File: config.mk
export PLATFORM = sky130hd
export DESIGN_NAME = snax_csr_rmw_bridge
export DESIGN_NICKNAME = d
export VERILOG_FILES = /design/src/rtl/snax_csr_rmw_bridge.sv
export SDC_FILE = /design/constraint.sdc
export NUM_CORES = 1
export LEC_CHECK = 0
export ABC_AREA = 0
export CAP_MARGIN = 25
export CORE_MARGIN = 2
export CORE_UTILIZATION = 49
export CTS_CLUSTER_SIZE = 28
export DETAILED_ROUTE_END_ITERATION = 12
export MAX_ROUTING_LAYER = met4
export PLACE_DENSITY = 0.87
export SYNTH_ARGS = -nofsm -noshare
export SYNTH_HDL_FRONTEND = slang
export SYNTH_SLANG_ARGS = --single-unit
File: constraint.sdc
create_clock -name clk_i -period 4.5 [get_ports clk_i]
set_input_delay 0.45 -clock clk_i [delete_from_list [all_inputs] [get_ports clk_i]]
set_output_delay 0.45 -clock clk_i [all_outputs]
set_load 0.03 [all_outputs]
File: src/rtl/snax_csr_rmw_bridge.sv
// Snitch accelerator CSR offload -> streamer CSR port bridge.
// Decodes CSRRW/S/C(I), runs the read/modify/write sequence and returns the old value.
module snax_csr_rmw_bridge #(
  parameter logic [11:0] CsrBase = 12'h3C0,
  parameter int unsigned NumCsr  = 32,
  parameter int unsigned IdWidth = 5
) (
  input  logic               clk_i,
  input  logic               rst_ni,
  input  logic               snax_qvalid_i,
  output logic               snax_qready_o,
  input  logic [31:0]        snax_req_op_i,
  input  logic [31:0]        snax_req_arga_i,
  input  logic [IdWidth-1:0] snax_req_id_i,
  output logic               snax_pvalid_o,
  input  logic               snax_pready_i,
  output logic [31:0]        snax_resp_data_o,
  output logic [IdWidth-1:0] snax_resp_id_o,
  output logic               snax_resp_error_o,
  output logic [31:0]        io_csr_req_bits_data_o,
  output logic [31:0]        io_csr_req_bits_addr_o,
  output logic               io_csr_req_bits_write_o,
  output logic               io_csr_req_valid_o,
  input  logic               io_csr_req_ready_i,
  input  logic               io_csr_rsp_valid_i,
  output logic               io_csr_rsp_ready_o,
  input  logic [31:0]        io_csr_rsp_bits_data_i,
  output logic               busy_o
);

  typedef enum logic [2:0] {IDLE, RD_REQ, RD_WAIT, WR_REQ, RESP} state_e;

  state_e r_state, w_state_nxt;

  logic [31:7]        r_op;
  logic [31:0]        r_arga;
  logic [31:0]        r_old;
  logic [IdWidth-1:0] r_id;
  logic               r_err;

  // Decode the live request while idle so the accept cycle can already pick the path.
  logic [31:7] w_op;
  logic [31:0] w_arga;
  assign w_op   = (r_state == IDLE) ? snax_req_op_i[31:7] : r_op;
  assign w_arga = (r_state == IDLE) ? snax_req_arga_i     : r_arga;

  logic w_unused;
  assign w_unused = ^snax_req_op_i[6:0];

  logic [11:0] w_csr, w_idx;
  logic [2:0]  w_f3;
  logic [4:0]  w_rd, w_rs1;
  logic        w_in_range, w_is_rw, w_is_rc, w_is_ro;
  logic        w_need_rd, w_need_wr, w_need_resp, w_acc;
  logic [31:0] w_operand, w_new;

  assign w_csr      = w_op[31:20];
  assign w_rs1      = w_op[19:15];
  assign w_f3       = w_op[14:12];
  assign w_rd       = w_op[11:7];
  assign w_idx      = w_csr - CsrBase;
  assign w_in_range = (w_csr >= CsrBase) && ({20'd0, w_idx} < NumCsr);

  // f3[1:0] == 00 is not a CSR op: treated as a set with a zero operand, i.e. a pure read.
  assign w_is_rw   = (w_f3[1:0] == 2'b01);
  assign w_is_rc   = (w_f3[1:0] == 2'b11);
  assign w_is_ro   = (w_f3[1:0] == 2'b00);
  assign w_operand = w_is_ro ? 32'd0 : (w_f3[2] ? {27'd0, w_rs1} : w_arga);

  assign w_need_rd   = (w_rd != 5'd0) || !w_is_rw;
  assign w_need_wr   = w_is_rw || (!w_is_ro && (w_rs1 != 5'd0));
  assign w_need_resp = (w_rd != 5'd0);

  assign w_new = w_is_rw ? w_operand :
                 w_is_rc ? (r_old & ~w_operand) : (r_old | w_operand);

  assign w_acc = snax_qvalid_i && (r_state == IDLE);

  always_ff @(posedge clk_i or negedge rst_ni) begin
    if (!rst_ni) r_state <= IDLE;
    else         r_state <= w_state_nxt;
  end

  always_comb begin
    w_state_nxt = r_state;
    case (r_state)
      IDLE: if (w_acc) begin
        if (!w_in_range)    w_state_nxt = w_need_resp ? RESP : IDLE;
        else if (w_need_rd) w_state_nxt = RD_REQ;
        else                w_state_nxt = WR_REQ;
      end
      RD_REQ:  if (io_csr_req_ready_i) w_state_nxt = RD_WAIT;
      RD_WAIT: if (io_csr_rsp_valid_i)
                 w_state_nxt = w_need_wr ? WR_REQ : (w_need_resp ? RESP : IDLE);
      WR_REQ:  if (io_csr_req_ready_i) w_state_nxt = w_need_resp ? RESP : IDLE;
      RESP:    if (snax_pready_i) w_state_nxt = IDLE;
      default: w_state_nxt = IDLE;
    endcase
  end

  always_comb begin
    snax_qready_o           = 1'b0;
    snax_pvalid_o           = 1'b0;
    snax_resp_data_o        = '0;
    snax_resp_id_o          = '0;
    snax_resp_error_o       = 1'b0;
    io_csr_req_valid_o      = 1'b0;
    io_csr_req_bits_write_o = 1'b0;
    io_csr_req_bits_addr_o  = '0;
    io_csr_req_bits_data_o  = '0;
    io_csr_rsp_ready_o      = 1'b0;
    case (r_state)
      IDLE:    snax_qready_o = 1'b1;
      RD_REQ: begin
        io_csr_req_valid_o     = 1'b1;
        io_csr_req_bits_addr_o = {20'd0, w_idx};
      end
      RD_WAIT: io_csr_rsp_ready_o = 1'b1;
      WR_REQ: begin
        io_csr_req_valid_o      = 1'b1;
        io_csr_req_bits_write_o = 1'b1;
        io_csr_req_bits_addr_o  = {20'd0, w_idx};
        io_csr_req_bits_data_o  = w_new;
      end
      RESP: begin
        snax_pvalid_o     = 1'b1;
        snax_resp_data_o  = r_old;
        snax_resp_id_o    = r_id;
        snax_resp_error_o = r_err;
      end
      default: ;
    endcase
  end

  assign busy_o = (r_state != IDLE);

  // Request fields are held in r_* for the whole sequence, keeping the CSR request stable.
  always_ff @(posedge clk_i or negedge rst_ni) begin
    if (!rst_ni) begin
      r_op   <= '0;
      r_arga <= '0;
      r_id   <= '0;
      r_err  <= 1'b0;
      r_old  <= '0;
    end else if (w_acc) begin
      r_op   <= snax_req_op_i[31:7];
      r_arga <= snax_req_arga_i;
      r_id   <= snax_req_id_i;
      r_err  <= !w_in_range;
      r_old  <= '0;
    end else if ((r_state == RD_WAIT) && io_csr_rsp_valid_i) begin
      r_old  <= io_csr_rsp_bits_data_i;
    end
  end

endmodule
==> impl_metrics.tcl <==
set metrics [dict create \
    status "completed" \
    r2r_cells 5 \
    grt_setup_unrepaired "no" \
    drive_gt1_share_pct 10.8 \
    overflow 0 \
    yosys_warnings 0 \
    synth_ff_type "dfrtp_1" \
    synth.avg_cell_area_um2 10.2 \
    leakage_nw 3.17 \
    synth.most_common_cell "dfrtp_1" \
    finalSetupViolCount 0 \
    ys_ff_latch 98 \
    grt_pass1_vias 5399 \
    routed_via_density 5.97 \
    hold_viol 0 \
    cp-start-kind "flip-flop" \
    cp.required_ns 4.05 \
    synth_top_area_share_pct 41.3 \
    h-tree-depth 3 \
    drc 0 \
    path_clk_slew_ns 0.07 \
    synthArstFlopShare_pct 100 \
    yosysTopAreaCell "dfrtp_1" \
    vias 5311 \
    max_slew.worst_pin.slew_ns 1.04 \
    io_pins 215 \
    synth_area_um2 5940 \
    cts_hold_buf 0 \
    clock-root-buffer "clkbuf_16" \
    clkLatencyLatePin_ns 0.35 \
    ys_types 54 \
    period_needed_ns 4.09 \
    r2r_start "r_state[1]" \
    dieWidth_um 114 \
    antenna_cells 0 \
    max_stage_delay_ns 0.76 \
    drt_iter0_drc 395 \
    synth-edff-count 0 \
    num_rows 40 \
    slowest_stage "clkdlybuf4s50_1" \
    clockBufferDepth 2 \
    cts_buffers 9 \
    place_congestion 0.833 \
    r2r-end "r_old[18]" \
    dieArea_um2 13000 \
    maxCapViolCount 0 \
    total_power_mw 3.38 \
    dp_cells 873 \
    holdCritPathClass "primary input to async pin" \
    slew_violations 0 \
    drt_wl_total_um 17800 \
    finalInstanceArea_um2 7990 \
    antenna_found_initial 0 \
    final_antenna_net_count 0 \
    critical_path_arrival_ns 3.64 \
    grt_first_pass_wirelength_um 28000 \
    peakVddDrop_mv 0.320 \
    endpoint_kind "output pin" \
    worst_hold_slack_ns 0.0947 \
    power.density_nw_per_um2 423 \
    die_height_um 114 \
    synthTopCellsByCount "dfrtp_1 (98), nand3b_1 (55), and2_1 (47)" \
    finalNonFillerCells 890 \
    wl_per_cell_um 19.9 \
    crit_chain "or3_4, inv_1, a221o_1, a21oi_1, a2111oi_1, clkdlybuf4s50_1" \
    worst-path-max-fanout 20 \
    critical_path_class "flip-flop to output pin" \
    min_period_over_period_pct 90.9 \
    hpwl_um 12100 \
    finClkSkew_ns 0.00609 \
    core-area_um2 11900 \
    clock_sinks 98 \
    cts_tree "built" \
    syn_inst 583 \
    start_util_pct 49.9 \
    ys_seq_area_share_pct 41.3 \
    grt_max_degree 67 \
    post_synth_main_area_contributors "dfrtp_1 (41%), mux2_1 (8.7%), nand3b_1 (7.0%), and2_1 (5.0%), a22o_1 (4.9%)" \
    port-buffer-count 187 \
    cts.repair.resized 0 \
    first_pass_iters 4 \
    grt_usage_pct 28.3 \
    final_nets 847 \
    max_freq_mhz 245 \
    postCtsSetupRepairBufs 0 \
    slew_headroom_pct 30.4 \
    r2r_slack_ns 1.29 \
    syn_to_final_growth_pct 34.6 \
    dpl_cell_area_um2 7670 \
    fin_setup_tns_ns 0 \
    critPathLaunch "r_state[1]" \
    endpoint "io_csr_req_bits_data_o[3]" \
]
metal layers:
metal	share of wire [%]	GRT usage (%)	wire length, µm
met2	48	45.2	8530
met3	8.0	6.93	1430
met4	1.9	11.0	335
met5	0	-	0
met1	42	34.8	7460
kinds of logic after synthesis:
| family | after synthesis | share of synthesized area (%) |
|---|---|---|
| multiplexers | 72 | 13.4 |
| XOR/XNOR | 7 | 1.35 |
| flip-flops | 98 | 41.3 |
| AND/OR/NAND/NOR | 198 | 20.3 |
| adder cells (fa/ha/maj) | 2 | 0.421 |
| AO/OA/AOI/OAI | 125 | 15.6 |
| other | 1 | 0.0632 |
| buffers and inverters | 80 | 7.54 |
state kept, by name, indices dropped and copies added (netlist names):
name / flops
r_old: 32
r_arga: 32
r_state: 3
r_op: 25
r_err: 1
r_id: 5
report_power, final:
group          internal (mW)  switching, mW  leakage, nW
clock                  0.450          0.348        0.142
sequential              1.14          0.187         1.22
combinational          0.558          0.706         1.80
stage by stage:
step / utilization [%] / setup WS (ns)
2_1_floorplan: - / 1.57
3_3_place_gp: 64.4 / 0.816
3_5_place_dp: 64.4 / 0.767
4_1_cts: 67.0 / 0.426
5_1_grt: 67.1 / 0.329
6_report: 67.1 / 0.411
cell usage in the layout, fill, tap and decap left out, types with 2 or more instances in the layout:
cell,netlist,layout
clkdlybuf4s50_1,0,159
dfrtp_1,98,98
nand3b_1,55,55
and2_1,47,46
mux2_1,46,46
buf_4,28,37
nand2_1,35,35
a22o_1,33,33
a31oi_1,28,28
o22ai_1,28,28
or3_1,27,27
conb_1,1,20
mux2_2,15,15
mux2i_1,11,11
nor2_1,12,10
clkbuf_16,0,9
inv_1,7,7
a21oi_1,6,6
o32ai_1,5,5
a2111oi_1,5,5
xnor2_1,5,5
o21ai_0,4,4
nand2b_1,3,3
nand3_1,3,3
a211oi_1,3,3
nor3_1,3,3
nor2_2,1,2
and2_4,1,2
nand4_1,2,2
and3_1,2,2
ha_1,2,2
clkinvlp_4,0,2
final cells by class:
| cell class | instances | area (µm²) |
|---|---|---|
| Fill cell | 921 | 3920 |
| Multi-Input combinational cell | 424 | 3120 |
| Sequential cell | 98 | 2450 |
| Timing Repair Buffer | 198 | 1900 |
| Clock buffer | 11 | 243 |
| Tap cell | 147 | 184 |
| Clock inverter | 5 | 62.6 |
| Inverter | 7 | 26.3 |
how the worst min path moves through the flow:
stage	startpoint	to
global route	rst_ni	r_id[1]
global placement	r_id[3]	r_id[3]
floorplan	rst_ni	r_arga[0]
detailed placement	r_op[24]	r_op[24]
CTS	rst_ni	r_id[3]
finish	rst_ni	r_id[3]
critical path, delay by kind of cell, from the launching register on:
kind,cells,cell delay [ns]
compound gates,3,1.00
buf+inv,2,1.33
flops,1,0.52
simple gates,1,0.44
(Power assumes the default switching activity.)
